===== src/rtl/tm1638_ctrl.sv =====
`default_nettype none
// ============================================================================
//  Module      : tm1638_ctrl
//  Description : TM1638 transaction scheduler. Holds the display shadow RAM
//                and settings and issues mode, data, control and key-scan
//                words to the spi engine.
//  Revision    : 1.0 - initial release
// ============================================================================
module tm1638_ctrl #(
    parameter int SCAN_PERIOD = 250000
) (
    input  logic        i_Clk,
    input  logic        i_Rst_n,
    input  logic        i_Wr_En,
    input  logic [3:0]  i_Wr_Addr,
    input  logic [7:0]  i_Wr_Data,
    input  logic [2:0]  i_Bright,
    input  logic        i_Disp_On,
    output logic        o_Spi_Data_Ready,
    output logic [17:0] o_Spi_Data,
    input  logic        i_Spi_Busy,
    input  logic [31:0] i_Spi_Rx,
    output logic [7:0]  o_Keys,
    output logic [31:0] o_Keys_Raw,
    output logic        o_Keys_Valid,
    output logic        o_Idle
);
    localparam int               CNT_W    = (SCAN_PERIOD > 2) ? $clog2(SCAN_PERIOD) : 1;
    localparam logic [CNT_W-1:0] CNT_LAST = CNT_W'(SCAN_PERIOD - 1);

    typedef enum logic [1:0] {
        S_IDLE       = 2'd0,
        S_ISSUE      = 2'd1,
        S_WAIT_START = 2'd2,
        S_WAIT_DONE  = 2'd3
    } state_t;

    state_t           state_q, state_d;
    logic [7:0]       ram_q [16];
    logic [7:0]       ram_d [16];
    logic [15:0]      dirty_q, dirty_d;
    logic             mode_pend_q, mode_pend_d;
    logic             ctrl_pend_q, ctrl_pend_d;
    logic             scan_pend_q, scan_pend_d;
    logic [CNT_W-1:0] scan_cnt_q, scan_cnt_d;
    logic [3:0]       ctrl_copy_q, ctrl_copy_d;
    logic [17:0]      word_q, word_d;
    logic [7:0]       keys_q, keys_d;
    logic [31:0]      keys_raw_q, keys_raw_d;
    logic             keys_valid_q, keys_valid_d;

    logic             dirty_any;
    logic [3:0]       dirty_addr;
    logic             scan_wrap;
    logic             any_pend;

    // Descending scan so the lowest dirty address is the one left standing
    always_comb begin
        dirty_any  = 1'b0;
        dirty_addr = 4'd0;
        for (int i = 15; i >= 0; i--) begin
            if (dirty_q[i]) begin
                dirty_any  = 1'b1;
                dirty_addr = 4'(i);
            end
        end
    end

    assign scan_wrap = (scan_cnt_q == CNT_LAST);
    assign any_pend  = mode_pend_q | dirty_any | ctrl_pend_q | scan_pend_q;

    always_comb begin
        state_d      = state_q;
        ram_d        = ram_q;
        dirty_d      = dirty_q;
        mode_pend_d  = mode_pend_q;
        ctrl_pend_d  = ctrl_pend_q;
        scan_pend_d  = scan_pend_q;
        word_d       = word_q;
        keys_d       = keys_q;
        keys_raw_d   = keys_raw_q;
        keys_valid_d = 1'b0;
        ctrl_copy_d  = {i_Disp_On, i_Bright};
        scan_cnt_d   = scan_wrap ? '0 : scan_cnt_q + CNT_W'(1);

        case (state_q)
            S_IDLE: begin
                if (any_pend && !i_Spi_Busy) begin
                    state_d = S_ISSUE;
                    if (mode_pend_q) begin
                        word_d      = {2'b00, 8'h00, 8'h44};
                        mode_pend_d = 1'b0;
                    end else if (dirty_any) begin
                        word_d              = {2'b01, ram_q[dirty_addr], 4'hC, dirty_addr};
                        dirty_d[dirty_addr] = 1'b0;
                    end else if (ctrl_pend_q) begin
                        word_d      = {2'b00, 8'h00, (i_Disp_On ? {5'b10001, i_Bright} : 8'h80)};
                        ctrl_pend_d = 1'b0;
                    end else begin
                        word_d      = {2'b10, 8'h00, 8'h42};
                        scan_pend_d = 1'b0;
                    end
                end
            end
            S_ISSUE: state_d = S_WAIT_START;
            S_WAIT_START: begin
                if (i_Spi_Busy) state_d = S_WAIT_DONE;
            end
            S_WAIT_DONE: begin
                if (!i_Spi_Busy) begin
                    state_d = S_IDLE;
                    if (word_q[17]) begin
                        keys_raw_d   = i_Spi_Rx;
                        keys_valid_d = 1'b1;
                        // A key read leaves the chip in read mode
                        mode_pend_d  = 1'b1;
                        for (int k = 0; k < 4; k++) begin
                            keys_d[k]     = i_Spi_Rx[8*k];
                            keys_d[k + 4] = i_Spi_Rx[8*k + 4];
                        end
                    end
                end
            end
            default: state_d = S_IDLE;
        endcase

        // Sets are applied after the issue clears so a same-cycle set wins
        if (i_Wr_En) begin
            ram_d[i_Wr_Addr]   = i_Wr_Data;
            dirty_d[i_Wr_Addr] = 1'b1;
        end
        if ({i_Disp_On, i_Bright} != ctrl_copy_q) ctrl_pend_d = 1'b1;
        if (scan_wrap) scan_pend_d = 1'b1;
    end

    always_ff @(posedge i_Clk) begin
        if (!i_Rst_n) begin
            state_q      <= S_IDLE;
            for (int i = 0; i < 16; i++) ram_q[i] <= 8'h00;
            dirty_q      <= 16'hFFFF;
            mode_pend_q  <= 1'b1;
            ctrl_pend_q  <= 1'b1;
            scan_pend_q  <= 1'b0;
            scan_cnt_q   <= '0;
            ctrl_copy_q  <= 4'd0;
            word_q       <= 18'd0;
            keys_q       <= 8'd0;
            keys_raw_q   <= 32'd0;
            keys_valid_q <= 1'b0;
        end else begin
            state_q      <= state_d;
            ram_q        <= ram_d;
            dirty_q      <= dirty_d;
            mode_pend_q  <= mode_pend_d;
            ctrl_pend_q  <= ctrl_pend_d;
            scan_pend_q  <= scan_pend_d;
            scan_cnt_q   <= scan_cnt_d;
            ctrl_copy_q  <= ctrl_copy_d;
            word_q       <= word_d;
            keys_q       <= keys_d;
            keys_raw_q   <= keys_raw_d;
            keys_valid_q <= keys_valid_d;
        end
    end

    assign o_Spi_Data_Ready = (state_q == S_ISSUE);
    assign o_Spi_Data       = word_q;
    assign o_Keys           = keys_q;
    assign o_Keys_Raw       = keys_raw_q;
    assign o_Keys_Valid     = keys_valid_q;
    assign o_Idle           = (state_q == S_IDLE) && !any_pend;

endmodule
`default_nettype wire

===== config.mk =====
export PLATFORM = sky130hd
export DESIGN_NAME = tm1638_ctrl
export DESIGN_NICKNAME = d
export VERILOG_FILES = /design/src/rtl/tm1638_ctrl.sv
export SDC_FILE = /design/constraint.sdc
export NUM_CORES = 1
export LEC_CHECK = 0
export ABC_CLOCK_PERIOD_IN_PS = 2530
export BUFFER_PORTS_ARGS = -buffer_cell sky130_fd_sc_hd__buf_4
export CORE_MARGIN = 4
export CORE_UTILIZATION = 40
export DETAILED_ROUTE_END_ITERATION = 6
export GPL_ROUTABILITY_DRIVEN = 0
export PLACE_DENSITY = 0.61
export SLEW_MARGIN = 15
export SYNTH_ARGS = -nofsm -noshare
export SYNTH_HDL_FRONTEND = slang
export SYNTH_SLANG_ARGS = --single-unit

===== constraint.sdc =====
create_clock -name i_Clk -period 2.53 [get_ports i_Clk]
set_clock_uncertainty 0.2 [all_clocks]
set_input_delay 0.506 -clock i_Clk [delete_from_list [all_inputs] [get_ports i_Clk]]
set_output_delay 0.506 -clock i_Clk [all_outputs]
set_load 0.02 [all_outputs]

==> impl_results.md <==
* Number of global-route vias before repair at 8,147
* Die W at 166 um
* Status: finished, violations left
* CP startpoint: dirty_q[8]
* H-tree levels at 1
* Highest Clock Rate at 374 MHz
* Relative slew slack at 0.501
* Worst setup SP type: flip-flop
* Hold Crit Start: i_Bright[2]
* Worst endpoint required time at 1.82 ns
* Largest net degree at the start of global routing at 105
* Grt ovf at 0
* Total die area at 27,500 um2
* Vias/cell at 5.28
* Share of cells above drive strength 1 at 0.294
* Clk_lat worst skew at 0.52 ns
* Final setup margin at -0.145 ns
* Worst Max-Slew Pin Slew at 0.749 ns
* Cells along the critical path: buf_6, nor4_4, buf_4, nand4_4, nor4_4, buf_4
* Post-synthesis cell count at 1,069
* Post-DRT Antenna Nets at 0
* Pwr dens at 615 nW/um2
* Max Cap Viol at 0
* Failing checks: setup timing
* Area grow syn2layout at 34.2%
* Crit path to: o_Idle
* Worst r2r path cells at 11
* Count of input and output buffers at 110
* Reg2Reg Capture Point: o_Spi_Data[13]
* Worst-path clk slew at 0.07 ns
* Fin. Hold Viols at 0
* Flops & latches, synth at 220
* Final min period at 2.68 ns
* Clock sinks at 220
* Register Area at 4420 um2
* Site Rows at 57
* Initial antenna violation count at 0
* Crit-path max cell delay at 0.32 ns
* CTS tree: built
* Worst reg2reg setup slack at -0.10 ns
* IO Pins at 113
* Initial Utilization at 0.408
* Synthesized area at 9980 um2
* Unrepaired setup endpoints after global routing: yes
* NumNets Final at 1,321
* Post-synth EDFFs at 0
* Setup-failing EPs final at 7
* Core ar. at 24,500 um2
* Initial DRT Pass Iterations at 5
* Yosys cell types at 73
* DIE HEIGHT at 166 um
* Antenna cells at 0
* Routed len/inst at 19.0 um
* CTS root buffer: clkbuf_16
* WP data arrival at 1.97 ns
* Hold Crit Class: in2reg
* Inserted Clock Buffers at 24
* CP max-delay cell: dfxtp_2
* Avg Cell Area, Syn at 9.34 um2
* Dpl cell area at 11,700 um2
* Warnings from Yosys at 0
* Detailed placer's ending HPWL at 20,700 um
* Vias at 8,476
* Asr flop ratio synth at 0
* Pre-CTS setup slack at -0.202 ns
* GRT Total Usage at 0.205
* Critical path peak fanout at 4
* RR Startpoint: dirty_q[15]
* Max-slew violations at 0
* Area of the multi-input gates at 5670 um2
* Pwr Total at 8240 uW
* Critical path class: reg2out
* Worst VDD drop at 0.365 mV
* WHS Path Cells at 2
* Tcrit/Tclk final at 1.06
* Filler Cells Inserted at 2,170
* Post-Route WL at 30,400 um
* First-pass GRT wire length at 46,400 um
* Drt drc at 0
* Starting DRT DRC Count at 618
* Post-Layout Inst Area at 13,400 um2
* Setup crit end kind: output pin
* Core Util, Final at 0.547
* Clock Tree Buf Depth at 3
* Top FF cell, synth: dfxtp_1
* Register area share after synthesis at 0.441
* Lkg Pwr at 0.00514 uW
==> placed cells by master (no fill, tap or decap), types with 8 or more instances in the layout <==
cell,n
nor3_1,21
nand2_1,100
mux2i_1,125
and2_1,9
dfxtp_1,211
clkbuf_8,9
o22ai_2,11
nand3b_1,15
clkbuf_16,27
buf_6,11
o22ai_1,12
dfxtp_2,8
nand2b_1,8
nand3_1,27
nand4_1,8
xor2_1,14
o21ai_0,19
nor2b_1,130
or3_1,9
a21boi_0,41
nor2_1,52
inv_1,8
a21oi_1,16
buf_4,222
==> flip-flops by register name (all words and copies together) (netlist names) <==
name	flops
o_Keys_Raw	25
scan_pend_q	1
ram_q	128
dirty_q	16
ctrl_pend_q	1
state_q	2
o_Keys	7
o_Keys_Valid	1
mode_pend_q	1
o_Spi_Data	16
ctrl_copy_q	4
scan_cnt_q	18
==> worst max-delay path, delay by kind of cell (launching register included) <==
kind,cells,cell delay (ns)
and+or+nand+nor,3,0.63
DFF,1,0.32
buffers and inverters,3,0.49
==> metal layers <==
layer,vias up,global-route usage,wire [um]
met5,-,0,0
met4,0,0.0613,702
met3,46,0.0307,1310
met2,197,0.342,14500
met1,4102,0.275,13900
li1,4131,-,-
==> synthesized netlist by cell type (10+ instances only) <==
master	number	share of area
dfxtp_1	220	0.44
nor2b_1	131	0.082
mux2i_1	126	0.13
nand2_1	101	0.038
clkbuf_1	58	0.022
nor2_1	56	0.021
a21boi_0	42	0.032
nand3_1	31	0.016
nor3_1	28	0.014
o22ai_1	25	0.016
o21ai_0	23	0.012
a21oi_1	17	0.0085
nand3b_1	15	0.011
xor2_1	14	0.012
buf_4	12	0.0090
and2_1	11	0.0069
or3_1	10	0.0063
==> stage by stage <==
stage / TNS (ns) / hold WS [ns] / instances
after floorplan: 0 / 0.213 / 1070
after global placement: -0.695 / 0.226 / 1526
after detailed placement: -0.996 / 0.234 / 1526
after CTS: -0.235 / 0.000450 / 1581
after global routing: -1.09 / 0.00116 / 1604
final: -0.423 / 0.0239 / 1604
==> worst min-delay path by stage <==
stage,to,slack (ns)
finish,ctrl_copy_q[2],0.02
global placement,scan_cnt_q[0],0.23
floorplan,scan_cnt_q[0],0.21
CTS,ctrl_copy_q[0],0.0005
global route,ctrl_copy_q[0],0.001
detailed placement,scan_cnt_q[0],0.23
==> logic make-up after synthesis <==
logic type / count (synthesis) / synth area share
fa+ha+maj: 6 / 0.00752
other cells: 1 / 0.000376
buf+inv: 87 / 0.0384
simple gates: 434 / 0.237
flops: 220 / 0.441
compound gates: 169 / 0.125
mux: 133 / 0.134
xor+xnor: 19 / 0.0167
==> cell type report <==
class	count	share of cell area
sequential	220	0.330
timing repair buffer	245	0.152
clock buffer	37	0.0552
tap	324	0.0303
clock inverter	6	0.00701
inverter	8	0.00224
multi-input combinational	764	0.424
==> what timing repair did <==
action	CTS	global route
pin swaps	8	16
cloned	0	3
buffers inserted	11	20
setup endpoints to repair	10	16
gates resized for setup	26	83
hold buffers	1	0
endpoints found under the hold margin	1	0
==> report_power, final <==
part           leakage [uW]  switching, uW  internal [uW]  total [uW]
registers           0.00177           41.8           3530        3580
logic               0.00296            535            494        1030
clock network      0.000408           1420           2210        3630
Note: power is estimated with default switching activity, not from simulation.
